`src/rtl/mem_bus_arbiter_pkg.sv`:
```
// Shared types and constants for the ibus/dbus memory bus arbiter.
package mem_bus_arbiter_pkg;

  // Arbiter ownership state: free, or holding the bus for fetch or data.
  typedef enum logic [1:0] {
    IDLE   = 2'd0,
    BUSY_I = 2'd1,
    BUSY_D = 2'd2
  } arb_state_t;

  // Snapshot of the granted request; the bus is driven only from this copy.
  typedef struct packed {
    logic        is_write;
    logic [2:0]  size;
    logic [63:0] addr;
    logic [7:0]  strobe;
    logic [63:0] data;
  } arb_req_t;

  // Fetches are always one 32-bit word (log2 of 4 bytes).
  localparam logic [2:0] MSIZE4 = 3'd2;

  // Pick the 32-bit instruction word out of a 64-bit bus beat.
  function automatic logic [31:0] select_word(input logic [63:0] beat,
                                              input logic        upper);
    return upper ? beat[63:32] : beat[31:0];
  endfunction

endpackage

```
`src/rtl/mem_bus_arbiter_if.sv`:
```
// Bundle of the fetch, data and shared-bus signals around the arbiter.
//
// Handshake: a requester raises *_req_valid with stable fields and holds it
// until its *_resp_data_ok pulse; addr_ok and data_ok pulse together for one
// cycle. On the shared side creq_valid stays high with stable fields from the
// grant until the cycle in which cresp_ready && cresp_last completes the beat.
interface mem_bus_arbiter_if;

  // Fetch port
  logic        ireq_valid;
  logic [63:0] ireq_addr;
  logic        iresp_addr_ok;
  logic        iresp_data_ok;
  logic [31:0] iresp_data;

  // Data port
  logic        dreq_valid;
  logic [63:0] dreq_addr;
  logic [2:0]  dreq_size;
  logic [7:0]  dreq_strobe;
  logic [63:0] dreq_data;
  logic        dresp_addr_ok;
  logic        dresp_data_ok;
  logic [63:0] dresp_data;

  // Shared memory bus
  logic        creq_valid;
  logic        creq_is_write;
  logic [2:0]  creq_size;
  logic [63:0] creq_addr;
  logic [7:0]  creq_strobe;
  logic [63:0] creq_data;
  logic        cresp_ready;
  logic        cresp_last;
  logic [63:0] cresp_data;

  // Arbiter view
  modport slave (
    input  ireq_valid, ireq_addr,
    output iresp_addr_ok, iresp_data_ok, iresp_data,
    input  dreq_valid, dreq_addr, dreq_size, dreq_strobe, dreq_data,
    output dresp_addr_ok, dresp_data_ok, dresp_data,
    output creq_valid, creq_is_write, creq_size, creq_addr, creq_strobe,
           creq_data,
    input  cresp_ready, cresp_last, cresp_data
  );

  // Core + memory view
  modport master (
    output ireq_valid, ireq_addr,
    input  iresp_addr_ok, iresp_data_ok, iresp_data,
    output dreq_valid, dreq_addr, dreq_size, dreq_strobe, dreq_data,
    input  dresp_addr_ok, dresp_data_ok, dresp_data,
    input  creq_valid, creq_is_write, creq_size, creq_addr, creq_strobe,
           creq_data,
    output cresp_ready, cresp_last, cresp_data
  );

endinterface

```
`src/rtl/mem_bus_arbiter_streak.sv`:
```
// Saturating counter of consecutive dbus wins while fetch is waiting.
module arb_streak_counter #(
  parameter int unsigned MAX_COUNT = 4
) (
  input  logic                             clk,
  input  logic                             reset,
  input  logic                             inc,
  input  logic                             clr,
  output logic [$clog2(MAX_COUNT+1)-1:0]   count,
  output logic                             at_max
);

  localparam int unsigned CW = $clog2(MAX_COUNT + 1);
  localparam logic [CW-1:0] MAX_VAL = CW'(MAX_COUNT);

  logic [CW-1:0] count_q, count_d;

  // Clear wins over increment; increment stops at the ceiling.
  always_comb begin
    count_d = count_q;
    if (clr) begin
      count_d = '0;
    end else if (inc && (count_q != MAX_VAL)) begin
      count_d = count_q + CW'(1);
    end
  end

  // Counter register with synchronous reset.
  always_ff @(posedge clk) begin
    if (reset) begin
      count_q <= '0;
    end else begin
      count_q <= count_d;
    end
  end

  assign count  = count_q;
  assign at_max = (count_q == MAX_VAL);

endmodule

```
`src/rtl/mem_bus_arbiter.sv`:
```
// Two-port arbiter sharing a single-beat memory bus between fetch and data.
// Data wins ties so memory-stage stalls clear first; after MAX_D_STREAK data
// grants in a row with fetch waiting, fetch is forced through once.
module mem_bus_arbiter
  import mem_bus_arbiter_pkg::*;
#(
  parameter int unsigned MAX_D_STREAK = 4
) (
  input  logic                                clk,
  input  logic                                reset,
  mem_bus_arbiter_if.slave                    bus,
  output arb_state_t                          dbg_state,
  output logic [$clog2(MAX_D_STREAK+1)-1:0]   dbg_streak
);

  arb_state_t state_q, state_d;
  arb_req_t   req_q, req_d;
  arb_req_t   out_req;

  logic grant_i;
  logic grant_d;
  logic streak_inc;
  logic streak_clr;
  logic streak_at_max;
  logic beat_done;
  logic i_done;
  logic d_done;

  arb_streak_counter #(
    .MAX_COUNT (MAX_D_STREAK)
  ) u_streak (
    .clk    (clk),
    .reset  (reset),
    .inc    (streak_inc),
    .clr    (streak_clr),
    .count  (dbg_streak),
    .at_max (streak_at_max)
  );

  // A beat finishes only on the last beat of a live grant; a reset in the
  // same cycle suppresses the response so the requester never sees it.
  assign beat_done = (state_q != IDLE) && bus.cresp_ready && bus.cresp_last
                     && !reset;
  assign i_done    = beat_done && (state_q == BUSY_I);
  assign d_done    = beat_done && (state_q == BUSY_D);

  // Next-state, grant choice and request latching.
  always_comb begin
    state_d    = state_q;
    req_d      = req_q;
    grant_i    = 1'b0;
    grant_d    = 1'b0;
    streak_inc = 1'b0;
    streak_clr = 1'b0;
    case (state_q)
      IDLE: begin
        // Data has priority unless fetch has already waited out a full streak.
        if (bus.dreq_valid && !(bus.ireq_valid && streak_at_max)) begin
          grant_d = 1'b1;
        end else if (bus.ireq_valid) begin
          grant_i = 1'b1;
        end

        if (grant_d) begin
          state_d = BUSY_D;
          req_d   = '{is_write: |bus.dreq_strobe,
                      size:     bus.dreq_size,
                      addr:     bus.dreq_addr,
                      strobe:   bus.dreq_strobe,
                      data:     bus.dreq_data};
        end else if (grant_i) begin
          state_d = BUSY_I;
          req_d   = '{is_write: 1'b0,
                      size:     MSIZE4,
                      addr:     bus.ireq_addr,
                      strobe:   8'h00,
                      data:     64'h0};
        end

        // Streak counts data wins only while fetch is actually waiting.
        streak_inc = grant_d && bus.ireq_valid;
        streak_clr = grant_i || !bus.ireq_valid;
      end
      BUSY_I, BUSY_D: begin
        if (beat_done) begin
          state_d = IDLE;
        end
      end
      default: begin
        state_d = IDLE;
      end
    endcase
  end

  // State and latched request registers.
  always_ff @(posedge clk) begin
    if (reset) begin
      state_q <= IDLE;
      req_q   <= '0;
    end else begin
      state_q <= state_d;
      req_q   <= req_d;
    end
  end

  // The shared bus sees the latched copy only while a grant is live.
  always_comb begin
    out_req = '0;
    if (state_q != IDLE) begin
      out_req = req_q;
    end
  end

  assign bus.creq_valid    = (state_q != IDLE);
  assign bus.creq_is_write = out_req.is_write;
  assign bus.creq_size     = out_req.size;
  assign bus.creq_addr     = out_req.addr;
  assign bus.creq_strobe   = out_req.strobe;
  assign bus.creq_data     = out_req.data;

  // Response steering: only the owner sees a pulse, and data is forwarded
  // combinationally in the completing cycle.
  assign bus.iresp_addr_ok = i_done;
  assign bus.iresp_data_ok = i_done;
  assign bus.iresp_data    = i_done ? select_word(bus.cresp_data, req_q.addr[2])
                                    : 32'h0;
  assign bus.dresp_addr_ok = d_done;
  assign bus.dresp_data_ok = d_done;
  assign bus.dresp_data    = d_done ? bus.cresp_data : 64'h0;

  assign dbg_state = state_q;

endmodule

```
`src/flat_wrapper.sv`:
```
// flat-port wrapper written by rule: the top's interface ports become plain ports
module mem_bus_arbiter_flat import mem_bus_arbiter_pkg::*;
#(
  parameter int unsigned MAX_D_STREAK = 4
)
  (clk, reset, dbg_state, dbg_streak, bus_ireq_valid, bus_ireq_addr, bus_iresp_addr_ok, bus_iresp_data_ok, bus_iresp_data, bus_dreq_valid, bus_dreq_addr, bus_dreq_size, bus_dreq_strobe, bus_dreq_data, bus_dresp_addr_ok, bus_dresp_data_ok, bus_dresp_data, bus_creq_valid, bus_creq_is_write, bus_creq_size, bus_creq_addr, bus_creq_strobe, bus_creq_data, bus_cresp_ready, bus_cresp_last, bus_cresp_data);
  mem_bus_arbiter_if bus_i ();
  input  logic clk;
  input  logic reset;
  output arb_state_t dbg_state;
  output logic [$clog2(MAX_D_STREAK+1)-1:0] dbg_streak;
  input wire logic [$bits(bus_i.ireq_valid)-1:0] bus_ireq_valid;
  input wire logic [$bits(bus_i.ireq_addr)-1:0] bus_ireq_addr;
  output wire logic [$bits(bus_i.iresp_addr_ok)-1:0] bus_iresp_addr_ok;
  output wire logic [$bits(bus_i.iresp_data_ok)-1:0] bus_iresp_data_ok;
  output wire logic [$bits(bus_i.iresp_data)-1:0] bus_iresp_data;
  input wire logic [$bits(bus_i.dreq_valid)-1:0] bus_dreq_valid;
  input wire logic [$bits(bus_i.dreq_addr)-1:0] bus_dreq_addr;
  input wire logic [$bits(bus_i.dreq_size)-1:0] bus_dreq_size;
  input wire logic [$bits(bus_i.dreq_strobe)-1:0] bus_dreq_strobe;
  input wire logic [$bits(bus_i.dreq_data)-1:0] bus_dreq_data;
  output wire logic [$bits(bus_i.dresp_addr_ok)-1:0] bus_dresp_addr_ok;
  output wire logic [$bits(bus_i.dresp_data_ok)-1:0] bus_dresp_data_ok;
  output wire logic [$bits(bus_i.dresp_data)-1:0] bus_dresp_data;
  output wire logic [$bits(bus_i.creq_valid)-1:0] bus_creq_valid;
  output wire logic [$bits(bus_i.creq_is_write)-1:0] bus_creq_is_write;
  output wire logic [$bits(bus_i.creq_size)-1:0] bus_creq_size;
  output wire logic [$bits(bus_i.creq_addr)-1:0] bus_creq_addr;
  output wire logic [$bits(bus_i.creq_strobe)-1:0] bus_creq_strobe;
  output wire logic [$bits(bus_i.creq_data)-1:0] bus_creq_data;
  input wire logic [$bits(bus_i.cresp_ready)-1:0] bus_cresp_ready;
  input wire logic [$bits(bus_i.cresp_last)-1:0] bus_cresp_last;
  input wire logic [$bits(bus_i.cresp_data)-1:0] bus_cresp_data;
  assign bus_i.ireq_valid = bus_ireq_valid;
  assign bus_i.ireq_addr = bus_ireq_addr;
  assign bus_iresp_addr_ok = bus_i.iresp_addr_ok;
  assign bus_iresp_data_ok = bus_i.iresp_data_ok;
  assign bus_iresp_data = bus_i.iresp_data;
  assign bus_i.dreq_valid = bus_dreq_valid;
  assign bus_i.dreq_addr = bus_dreq_addr;
  assign bus_i.dreq_size = bus_dreq_size;
  assign bus_i.dreq_strobe = bus_dreq_strobe;
  assign bus_i.dreq_data = bus_dreq_data;
  assign bus_dresp_addr_ok = bus_i.dresp_addr_ok;
  assign bus_dresp_data_ok = bus_i.dresp_data_ok;
  assign bus_dresp_data = bus_i.dresp_data;
  assign bus_creq_valid = bus_i.creq_valid;
  assign bus_creq_is_write = bus_i.creq_is_write;
  assign bus_creq_size = bus_i.creq_size;
  assign bus_creq_addr = bus_i.creq_addr;
  assign bus_creq_strobe = bus_i.creq_strobe;
  assign bus_creq_data = bus_i.creq_data;
  assign bus_i.cresp_ready = bus_cresp_ready;
  assign bus_i.cresp_last = bus_cresp_last;
  assign bus_i.cresp_data = bus_cresp_data;
  mem_bus_arbiter #(.MAX_D_STREAK(MAX_D_STREAK)) u_core (.clk(clk), .reset(reset), .bus(bus_i), .dbg_state(dbg_state), .dbg_streak(dbg_streak));
endmodule
```
`config.mk`:
```
export PLATFORM = sky130hd
export DESIGN_NAME = mem_bus_arbiter_flat
export DESIGN_NICKNAME = d
export VERILOG_FILES = /design/src/rtl/mem_bus_arbiter_pkg.sv /design/src/rtl/mem_bus_arbiter_if.sv /design/src/rtl/mem_bus_arbiter_streak.sv /design/src/rtl/mem_bus_arbiter.sv /design/src/flat_wrapper.sv
export SDC_FILE = /design/constraint.sdc
export NUM_CORES = 1
export LEC_CHECK = 0
export ABC_AREA = 1
export CORE_AREA = 2 2 202 204
export CTS_CLUSTER_DIAMETER = 40
export DETAILED_ROUTE_END_ITERATION = 7
export DIE_AREA = 0 0 204 206
export DONT_BUFFER_PORTS = 1
export HOLD_SLACK_MARGIN = 0.08
export MAX_ROUTING_LAYER = met4
export PLACE_DENSITY = 0.43
export SLEW_MARGIN = 20
export SYNTH_ARGS = -nofsm -noshare
export SYNTH_HDL_FRONTEND = slang
export SYNTH_SLANG_ARGS = --single-unit
```
`constraint.sdc`:
```
create_clock -name clk -period 1.8 [get_ports clk]
set_input_delay 0.27 -clock clk [delete_from_list [all_inputs] [get_ports clk]]
set_output_delay 0.27 -clock clk [all_outputs]
set_load 0.02 [all_outputs]
```
==> qor.txt, run 1 <==
outcome: finished with violations
failing checks: hold timing, setup timing
# rows: 74
worst r2r dst: u_core.dbg_state[1]$_SDFFE_PP0P_
die area: 42020 µm²
grt ovf: 0
Leakage: 5.737 nW
Area Overhead vs Synth: 46.68%
worst vdd ir: 0.0005955 V
hold crit path type: in2reg
Worst Skew: 0.008240 ns
clock root buffer: clkbuf_16
Seq/Total Area, Yosys: 0.3567
Area after DPL: 10250 µm²
post-synthesis adder-cell area fraction: 0.007688
Warnings, synthesis: 0
gpl congestion: 0.9152
number of synthesized register bits: 145
I/O pins: 519
Netlist Area Pre-Place: 8138 µm²
post-synthesis mux area share: 0
CTS sink count: 145
fmax: 477.3 MHz
port bufs: 0
RSZ-0062 raised after global routing: true
global-route wire length before repair: 47.77 mm
Final min period: 2.095 ns
layout cells sized above 1: 0.2374
crit path launch: u_core.dbg_state[1]$_SDFFE_PP0P_
Reg clk slew, reported paths: 0.07 ns
Die W: 204 µm
max_cap viols: 0
Detail Placement HPWL: 25.25 mm
Fin. Hold Viols: 67
Skew-Pair Late Insertion Delay: 0.44 ns
Worst setup endpoint: bus_iresp_data[21]
CTS max path bufs: 2
largest net degree at the start of global routing: 144
main combinational cell family by area after synthesis: simple AND/OR/NAND/NOR gates
Final Cycle Share: 1.164
P_sw: 3.864 mW
Comb pwr share: 0.309
setup TNS: -42.73 ns
Seq pwr share: 0.344
Finished Cell Area: 11940 µm²
flop-to-flop setup slack: -0.20 ns
slowest cell delay on critical path: 0.33 ns
Avg WL per Cell: 16.43 µm
number of global-route vias before repair: 7868
r2r startpoint: u_core.dbg_state[1]$_SDFFE_PP0P_
XOR/XNOR share of the synthesized area: 0.002153
Clk pwr share: 0.347
slowest stage cell, crit path: dfxtp_2
WS Path Type: reg2out
Switching Share: 0.3549
post-route antenna net violation count: 0
via count: 8949
Slew HR: 0.7297
Compound-Gate Fraction of Synth Area: 0.1105
TritonCTS buffer count: 17
Pwr Density: 912.3 nW/µm²
FF-to-FF path depth: 16
Global Route Usage Sum: 0.1578
CP Max Fanout: 6
Hold Slack: -0.03848 ns
CP Data Required Time: 1.53 ns
DRT iter0 DRCs: 605
via/cell ratio: 4.203
crit path cell chain: inv_2 -> ha_4 -> nor2_4 -> nand2_2 -> inv_2 -> nand2_4 -> buf_12 -> buf_16 -> nor2_4 -> buf_6
Pre-antenna DRT Iters: 5
initial antenna violation count: 5
routed wire length: 34.99 mm
crit path DAT: 1.83 ns
Slew @ Worst Pin: 0.4040 ns
final setup fails: 227
Worst setup EP type: output port
post-synthesis cell count: 1410
crit path launch type: flop
Filler Cell Count: 4465
max-slew violation count: 0
Int Pwr: 7.025 mW
post-synth cell types: 21
fin worst setup slack: -0.2953 ns
core area: 40180 µm²
syn avg cell area: 5.771 µm²
Syn Nets: 1688
H-tree levels: 4
Simple-Gate Fraction of Synth Area: 0.3361
Placement Setup Slack: 0.05257 ns
Starting Density: 0.2025
Post-route DRC: 0
fin util: 0.2970
CTS tree: built
Nets: 1857
Die Height: 206 µm
## kinds of logic (layout without fill, tap and decap cells)
group	Yosys count	count (layout)
AND/OR/NAND/NOR	704	704
adder cells (fa/ha/maj)	5	5
XOR/XNOR	2	2
AO/OA/AOI/OAI	179	179
other	0	5
buffers and inverters	375	557
flip-flops	145	145
## worst min path at each step
stage	to	startpoint	depth (start not counted)	slack (ns)
after global routing	u_core.dbg_state[0]$_SDFFE_PP0P_	reset	1	-0.11
final	u_core.dbg_state[0]$_SDFFE_PP0P_	reset	1	-0.04
after floorplan	u_core.req_q[137]$_SDFFE_PP0P_	bus_dreq_size[1]	2	0.41
after global placement	u_core.dbg_state[1]$_SDFFE_PP0P_	reset	1	0.38
after detailed placement	u_core.dbg_state[0]$_SDFFE_PP0P_	reset	1	0.36
after CTS	u_core.dbg_state[0]$_SDFFE_PP0P_	reset	1	-0.12
## metrics by stage
stage,cells,power (mW),hold WS [ns]
2_1_floorplan,1410,5.810,0.4121
3_3_place_gp,2066,6.784,0.3768
3_5_place_dp,2066,6.824,0.3592
4_1_cts,2113,10.98,-0.1219
5_1_grt,2129,11.61,-0.1087
6_report,2129,10.89,-0.03848
## flip-flops by register name, indices dropped and copies added (netlist names)
signal                 cells
u_core.dbg_state           2
u_core.req_q             140
u_core.u_streak.count      3
## cell usage after synthesis
library cell	n	area, µm²
nand2_1	356	1336
nor2_1	276	1036
inv_1	275	1032
a21oi_1	176	880.8
dfxtp_1	145	2903
nand3_1	69	345.3
buf_2	42	210.2
clkbuf_1	32	120.1
buf_4	14	105.1
buf_1	6	22.52
ha_1	5	62.56
inv_2	5	18.77
buf_6	1	11.26
nand4_1	1	6.260
nor2_2	1	6.260
nor3_1	1	5.000
o21ai_0	1	5.000
o21ai_1	1	5.000
o21ai_2	1	8.760
xnor2_1	1	8.760
xor2_1	1	8.760
## area by class of cell
type / count / area (µm²) / area share
clock buffer: 19 / 442.9 / 0.03711
clock inverter: 13 / 173.9 / 0.01457
inverter: 280 / 1066 / 0.08931
multi-input combinational: 890 / 4282 / 0.3587
tap: 532 / 665.6 / 0.05577
sequential: 145 / 2909 / 0.2437
timing repair buffer: 245 / 2385 / 0.1998
antenna: 5 / 12.51 / 0.001048
## metal layers
layer	routed length, µm	global-route usage
met4	985	0.06237
met2	18100	0.2777
met1	13790	0.1719
met5	0	-
met3	2111	0.03705
## critical path: cells and delay by family, from the launching register on
kind	cells	cell delay, ns
buf+inv	5	0.57
simple gates	4	0.32
flops	1	0.33
fa+ha+maj	1	0.17
## power groups by stage
| stage | registers [mW] | clock network (mW) | logic, mW |
|---|---|---|---|
| 2_1_floorplan | 3.78 | 0 | 2.03 |
| 3_3_place_gp | 3.80 | 0 | 2.98 |
| 3_5_place_dp | 3.81 | 0 | 3.01 |
| 4_1_cts | 3.74 | 3.95 | 3.28 |
| 5_1_grt | 3.78 | 4.07 | 3.75 |
| 6_report | 3.74 | 3.78 | 3.36 |
## layout by cell type (no fill, tap or decap), types with 2 or more instances in the layout
master / instances
buf_6: 34
inv_6: 4
inv_1: 272
nand3_1: 68
buf_16: 6
ha_2: 2
dfxtp_1: 142
a21oi_1: 175
clkinvlp_4: 3
buf_4: 174
buf_8: 3
nand2_4: 2
nor2_4: 58
inv_2: 6
diode_2: 5
nor2_2: 29
clkbuf_16: 20
buf_12: 16
ha_1: 2
nand2_2: 5
dlygate4sd3_1: 9
clkinv_4: 3
nand2_1: 349
nor2_1: 190
bufinv_16: 3
dfxtp_2: 2
## repair_timing
item,4_1_cts,5_1_grt
gates resized for setup,130,69
gates cloned,4,3
buffers inserted,9,2
pin swaps,22,9
setup endpoints to repair,232,318
hold buffers,2,7
endpoints found under the hold margin,143,141
Note: power is estimated with default switching activity, not from simulation.
==> run 2, diff against run 1 <==
==> constraint.sdc (replaced) <==
create_clock -name clk -period 2 [get_ports clk]
set_input_delay 0.3 -clock clk [delete_from_list [all_inputs] [get_ports clk]]
set_output_delay 0.3 -clock clk [all_outputs]
set_load 0.02 [all_outputs]
==> run 2 against run 1 <==
The run ends with setup timing left; hold slack improved by 0.041 ns; die area did not move; wire length rose by 18%; combinational power rose by 39%; critical path type unchanged; cell count rose by 6.9%; clock-buffer cell count fell by 2; via count rose by 11%; clock skew rose by 0.0013 ns; utilization rose by 7.5 points.
==> qor.txt, run 2 (same netlist as run 1, synthesis figures left out) <==
outcome: finished with violations
failing checks: setup timing
Post-route DRC: 0
Die Height: 206 µm
clock root buffer: clkbuf_16
global-route wire length before repair: 51.90 mm
Skew-Pair Late Insertion Delay: 0.44 ns
slowest cell delay on critical path: 0.32 ns
Global Route Usage Sum: 0.1713
port bufs: 0
TritonCTS buffer count: 17
r2r startpoint: u_core.dbg_state[0]$_SDFFE_PP0P_
FF-to-FF path depth: 9
crit path DAT: 1.91 ns
Leakage: 6.747 nW
max-slew violation count: 0
Worst Skew: 0.009535 ns
worst r2r dst: u_core.req_q[20]$_SDFFE_PP0P_
Largest Register: u_core.req_q
Reg clk slew, reported paths: 0.07 ns
I/O pins: 519
CTS tree: built
CP Max Fanout: 5
WS Path Type: reg2out
Avg WL per Cell: 18.12 µm
post-route antenna net violation count: 0
Hold Path End: u_core.req_q[44]$_SDFFE_PP0P_
final setup fails: 178
Worst Hold Depth: 2
worst vdd ir: 0.0005643 V
Detail Placement HPWL: 25.89 mm
Final min period: 2.214 ns
via/cell ratio: 4.386
flop-to-flop setup slack: 0.07 ns
RSZ-0062 raised after global routing: true
CTS max path bufs: 2
Top cell by count, worst path: inv_2
gpl congestion: 0.9065
hold crit path type: in2reg
min-delay src: bus_dreq_data[44]
fmax: 451.7 MHz
Slew @ Worst Pin: 0.6061 ns
commonest non-fill, non-tap cell in the layout: nand2_1
crit path cell chain: inv_2 -> ha_4 -> nor2_2 -> nand2_1 -> inv_2 -> nand2_4 -> buf_12 -> clkinvlp_4 -> buf_6
Pre-antenna DRT Iters: 7
die area: 42020 µm²
max_cap viols: 0
Filler Cell Count: 4160
H-tree levels: 4
core area: 40180 µm²
Worst setup EP type: output port
fin util: 0.3724
most frequent cells in the layout: nand2_1 (351), inv_1 (272), buf_6 (181)
fin worst setup slack: -0.2137 ns
max reg flops: 140
layout cells sized above 1: 0.3232
initial antenna violation count: 1
largest net degree at the start of global routing: 144
Placement Setup Slack: -0.02756 ns
grt ovf: 0
CP Data Required Time: 1.70 ns
via count: 9978
Fin. Hold Viols: 0
number of global-route vias before repair: 8540
Die W: 204 µm
Final Cycle Share: 1.107
Slew HR: 0.5959
CTS sink count: 145
slowest stage cell, crit path: dfxtp_2
Pwr Density: 775.6 nW/µm²
routed wire length: 41.22 mm
DRT iter0 DRCs: 508
crit path launch type: flop
# rows: 74
Area Overhead vs Synth: 83.89%
Nets: 2007
Starting Density: 0.2025
-- run 2: cell count changes in the layout (fill, tap and decap cells not counted), moves of 7 or more --
cell	change
buf_12	+8
buf_16	+7
buf_4	-83
buf_6	+147
clkbuf_16	+10
dlygate4sd3_1	+63
nor2_1	-102
nor2_4	+106
-- run 2: metal layers --
metal / vias up / part of all wire / track usage
met5: - / 0 / -
met4: 0 / 0.037 / 0.07764
met3: 59 / 0.058 / 0.04273
met2: 380 / 0.53 / 0.3048
met1: 4742 / 0.38 / 0.1789
li1: 4797 / - / -
-- run 2: worst max path at each step --
stage	start	endpoint	slack, ns
finish	u_core.dbg_state[1]$_SDFFE_PP0P_	bus_iresp_data_ok	-0.21
global route	u_core.dbg_state[0]$_SDFFE_PP0P_	bus_iresp_data[22]	-0.31
CTS	u_core.dbg_state[0]$_SDFFE_PP0P_	bus_iresp_data[15]	-0.22
detailed placement	u_core.dbg_state[0]$_SDFFE_PP0P_	u_core.req_q[69]$_SDFFE_PP0P_	-0.03
global placement	u_core.dbg_state[0]$_SDFFE_PP0P_	bus_creq_data[57]	0.004
floorplan	u_core.dbg_state[0]$_SDFFE_PP0P_	bus_dresp_data[54]	0.02
-- run 2: worst max-delay path: cells and delay by family, from the launching register on --
kind / cells / cell delay (ns)
DFF: 1 / 0.32
buffers and inverters: 5 / 0.73
and+or+nand+nor: 3 / 0.26
adders and majority gates: 1 / 0.15
-- run 2: stage by stage --
step                area, µm²  setup TNS, ns  power, mW  hold WS, ns  cells
global route            14960         -38.02      12.24    -0.008675   2275
detailed placement      10500        -0.2194      6.086       0.4181   2114
CTS                     12650         -20.72      10.59     -0.07196   2178
finish                  14960         -18.36      11.61     0.002469   2275
floorplan                8138              0      5.225       0.4421   1410
global placement        10500              0      6.045       0.4173   2114
-- run 2: area by class of cell --
type	instances	area, µm²	share of cell area
multi-input combinational	890	5065	0.3385
timing repair buffer	395	4621	0.3088
sequential	145	2909	0.1944
inverter	280	1055	0.07048
tap	532	665.6	0.04448
clock buffer	17	425.4	0.02843
clock inverter	15	221.5	0.01480
antenna	1	2.502	0.0001672
-- run 2: what timing repair did --
action / CTS / global route
hold endpoints to repair: 142 / 133
cloned: 12 / 17
endpoints found under the setup margin: 312 / 258
setup buffers: 19 / 12
pin swaps: 25 / 103
gates resized for setup: 277 / 315
hold buffers: 1 / 71
-- run 2: power by group --
part	switching [mW]	leakage [nW]	internal, mW
combinational	2.74	5.24	1.93
clock	1.44	0.311	2.13
sequential	0.140	1.20	3.24
total	4.31	6.75	7.29
==> run 3, diff against run 2 <==
--- a/config.mk
+++ b/config.mk
@@ -6,15 +6,16 @@
 export NUM_CORES = 1
 export LEC_CHECK = 0
 export ABC_AREA = 1
-export CORE_AREA = 2 2 202 204
+export CORE_AREA = 2 2 199 201
 export CTS_CLUSTER_DIAMETER = 40
 export DETAILED_ROUTE_END_ITERATION = 7
-export DIE_AREA = 0 0 204 206
+export DIE_AREA = 0 0 201 203
 export DONT_BUFFER_PORTS = 1
 export HOLD_SLACK_MARGIN = 0.08
 export MAX_ROUTING_LAYER = met4
-export PLACE_DENSITY = 0.43
+export PLACE_DENSITY = 0.44
 export SLEW_MARGIN = 20
 export SYNTH_ARGS = -nofsm -noshare
 export SYNTH_HDL_FRONTEND = slang
+export SYNTH_HIERARCHICAL = 1
 export SYNTH_SLANG_ARGS = --single-unit
==> run 3 against run 2 <==
The flow still finishes with violations (setup timing); sequential power grew 6.5%; synthesized cell count is 1.2% higher; first-iteration DRC count increased by 14%.
==> qor.txt, run 3 <==
port bufs: 0
asr flop ratio synth: 0
Pwr Density: 930.1 nW/µm²
fin worst setup slack: -0.1529 ns
Leakage: 5.361 nW
Hold Slack: 0.1180 ns
CP Max Fanout: 16
Post-synth EDFFs: 0
via count: 9305
number of global-route vias before repair: 8950
Die W: 201 µm
largest net degree at the start of global routing: 79
Slew @ Worst Pin: 0.4098 ns
WS Path Type: reg2out
min-delay src: bus_ireq_addr[63]
CTS tree: built
WP buf/inv: 3
Skew-Pair Late Insertion Delay: 0.44 ns
Area Overhead vs Synth: 61.49%
final setup fails: 143
core area: 38470 µm²
TritonCTS buffer count: 17
hold crit path type: in2reg
max_cap viols: 0
routed wire length: 35.60 mm
via/cell ratio: 4.463
Placement Setup Slack: 0.09102 ns
Pre-antenna DRT Iters: 6
# rows: 72
fmax: 464.5 MHz
Placed Cells: 1934
Synth area leader: dfxtp_1
post-synth cell types: 18
die area: 40800 µm²
slowest cell delay on critical path: 0.33 ns
max reg flops: 140
CP Data Required Time: 1.70 ns
Worst setup EP type: output port
crit path cell chain: inv_2 -> ha_4 -> nor2_4 -> nand2_2 -> clkinv_4 -> nand2_8 -> clkbuf_16 -> nor2_4
family with the most delay on the worst path: simple AND/OR/NAND/NOR gates
outcome: finished with violations
CTS max path bufs: 2
top-area cell type share of the netlist area: 0.3546
Nets: 1831
Slew HR: 0.7251
initial antenna violation count: 1
Final Cycle Share: 1.076
CTS sink count: 145
crit path launch: u_core/dbg_state[0]$_SDFFE_PP0P_
Area after DPL: 9263 µm²
global-route wire length before repair: 49.18 mm
number of synthesized register bits: 145
Warnings, synthesis: 6
Netlist Area Pre-Place: 8185 µm²
Fin. Hold Viols: 0
post-synthesis cell count: 1427
ys flop type: dfxtp_1
Post-route DRC: 0
Die Height: 203 µm
I/O pins: 519
setup TNS: -10.70 ns
Final min period: 2.153 ns
crit path DAT: 1.85 ns
Non-Filler Instances: 2085
most frequent cells in the layout: nand2_1 (289), inv_1 (213), nor2_4 (179)
top cells by area, synth: dfxtp_1 (35%), nor2_1 (19%), nand2_1 (13%)
grt ovf: 0
worst vdd ir: 0.0007592 V
H-tree levels: 4
layout cells sized above 1: 0.2708
syn avg cell area: 5.736 µm²
max-slew violation count: 0
Finished Cell Area: 13220 µm²
Global Route Usage Sum: 0.1580
slowest stage cell, crit path: dfxtp_2
DRT iter0 DRCs: 581
crit path launch type: flop
Seq/Total Area, Yosys: 0.3546
Worst Skew: 0.008852 ns
clock root buffer: clkbuf_16
Detail Placement HPWL: 22.23 mm
Largest Register: u_core/req_q
Avg WL per Cell: 17.07 µm
Top cell by count, worst path: nor2_4
count leader, synth: nor2_1
Reg clk slew, reported paths: 0.06 ns
gpl congestion: 0.7993
Syn Nets: 1705
Power Total: 12.29 mW
fin util: 0.3436
RSZ-0062 raised after global routing: true
failing checks: setup timing
Starting Density: 0.2128
Synth top cells by count: nor2_1 (408), nand2_1 (294), inv_1 (220)
post-route antenna net violation count: 0
commonest non-fill, non-tap cell in the layout: nand2_1
r2r startpoint: u_core/dbg_state[0]$_SDFFE_PP0P_
run 3: cell families (layout without fill, tap and decap cells):
family,count (synthesis),in the layout,share of synthesized area
AO/OA/AOI/OAI,179,179,0.1094
adder cells (fa/ha/maj),5,5,0.007643
buffers and inverters,323,461,0.1611
flip-flops,145,145,0.3546
other,0,1,0
AND/OR/NAND/NOR,775,776,0.3672
run 3: layout make-up:
| cell class | count | area [µm²] |
|---|---|---|
| Fill cell | 4051 | 25250 |
| Tap cell | 518 | 648.1 |
| Inverter | 222 | 869.6 |
| Antenna cell | 1 | 2.502 |
| Timing Repair Buffer | 206 | 2696 |
| Timing Repair inverter | 1 | 5.005 |
| Clock inverter | 14 | 105.1 |
| Clock buffer | 18 | 429.2 |
| Multi-Input combinational cell | 960 | 5557 |
| Sequential cell | 145 | 2907 |
run 3: routing by layer:
| metal | part of all wire | track usage | up-vias |
|---|---|---|---|
| li1 | - | - | 4508 |
| met1 | 0.41 | 0.1809 | 4311 |
| met2 | 0.49 | 0.2674 | 427 |
| met3 | 0.072 | 0.04061 | 59 |
| met4 | 0.027 | 0.05582 | 0 |
| met5 | 0 | - | - |
run 3: tightest hold or removal path, stage by stage:
cell	delay, ns
nand2_1	0.03
nand2_1	0.05
o21ai_0	0.06
nor2_1	0.07
run 3: report_power, final:
group          leakage (nW)  switching (mW)  internal (mW)
clock network         0.262            1.42           1.60
registers              1.20           0.240           3.36
logic                  3.90            3.51           2.17
total                  5.36            5.17           7.13
run 3: final timing paths:
kind / endpoint / slack, ns / cells after the start
min: u_core/req_q[135]$_SDFFE_PP0P_ / 0.12 / 4
max: bus_dresp_data[51] / -0.15 / 8
min reg2reg: u_core/req_q[43]$_SDFFE_PP0P_ / 0.46 / 2
max reg2reg: u_core/u_streak/count[2]$_SDFFE_PP0P_ / 0.10 / 12
run 3: what timing repair did:
action,in CTS,in global routing
gates resized for setup,176,356
hold buffers,75,0
endpoints found under the hold margin,80,0
endpoints found under the setup margin,144,324
pin swaps,4,66
buffers inserted,8,12
gates cloned,10,16
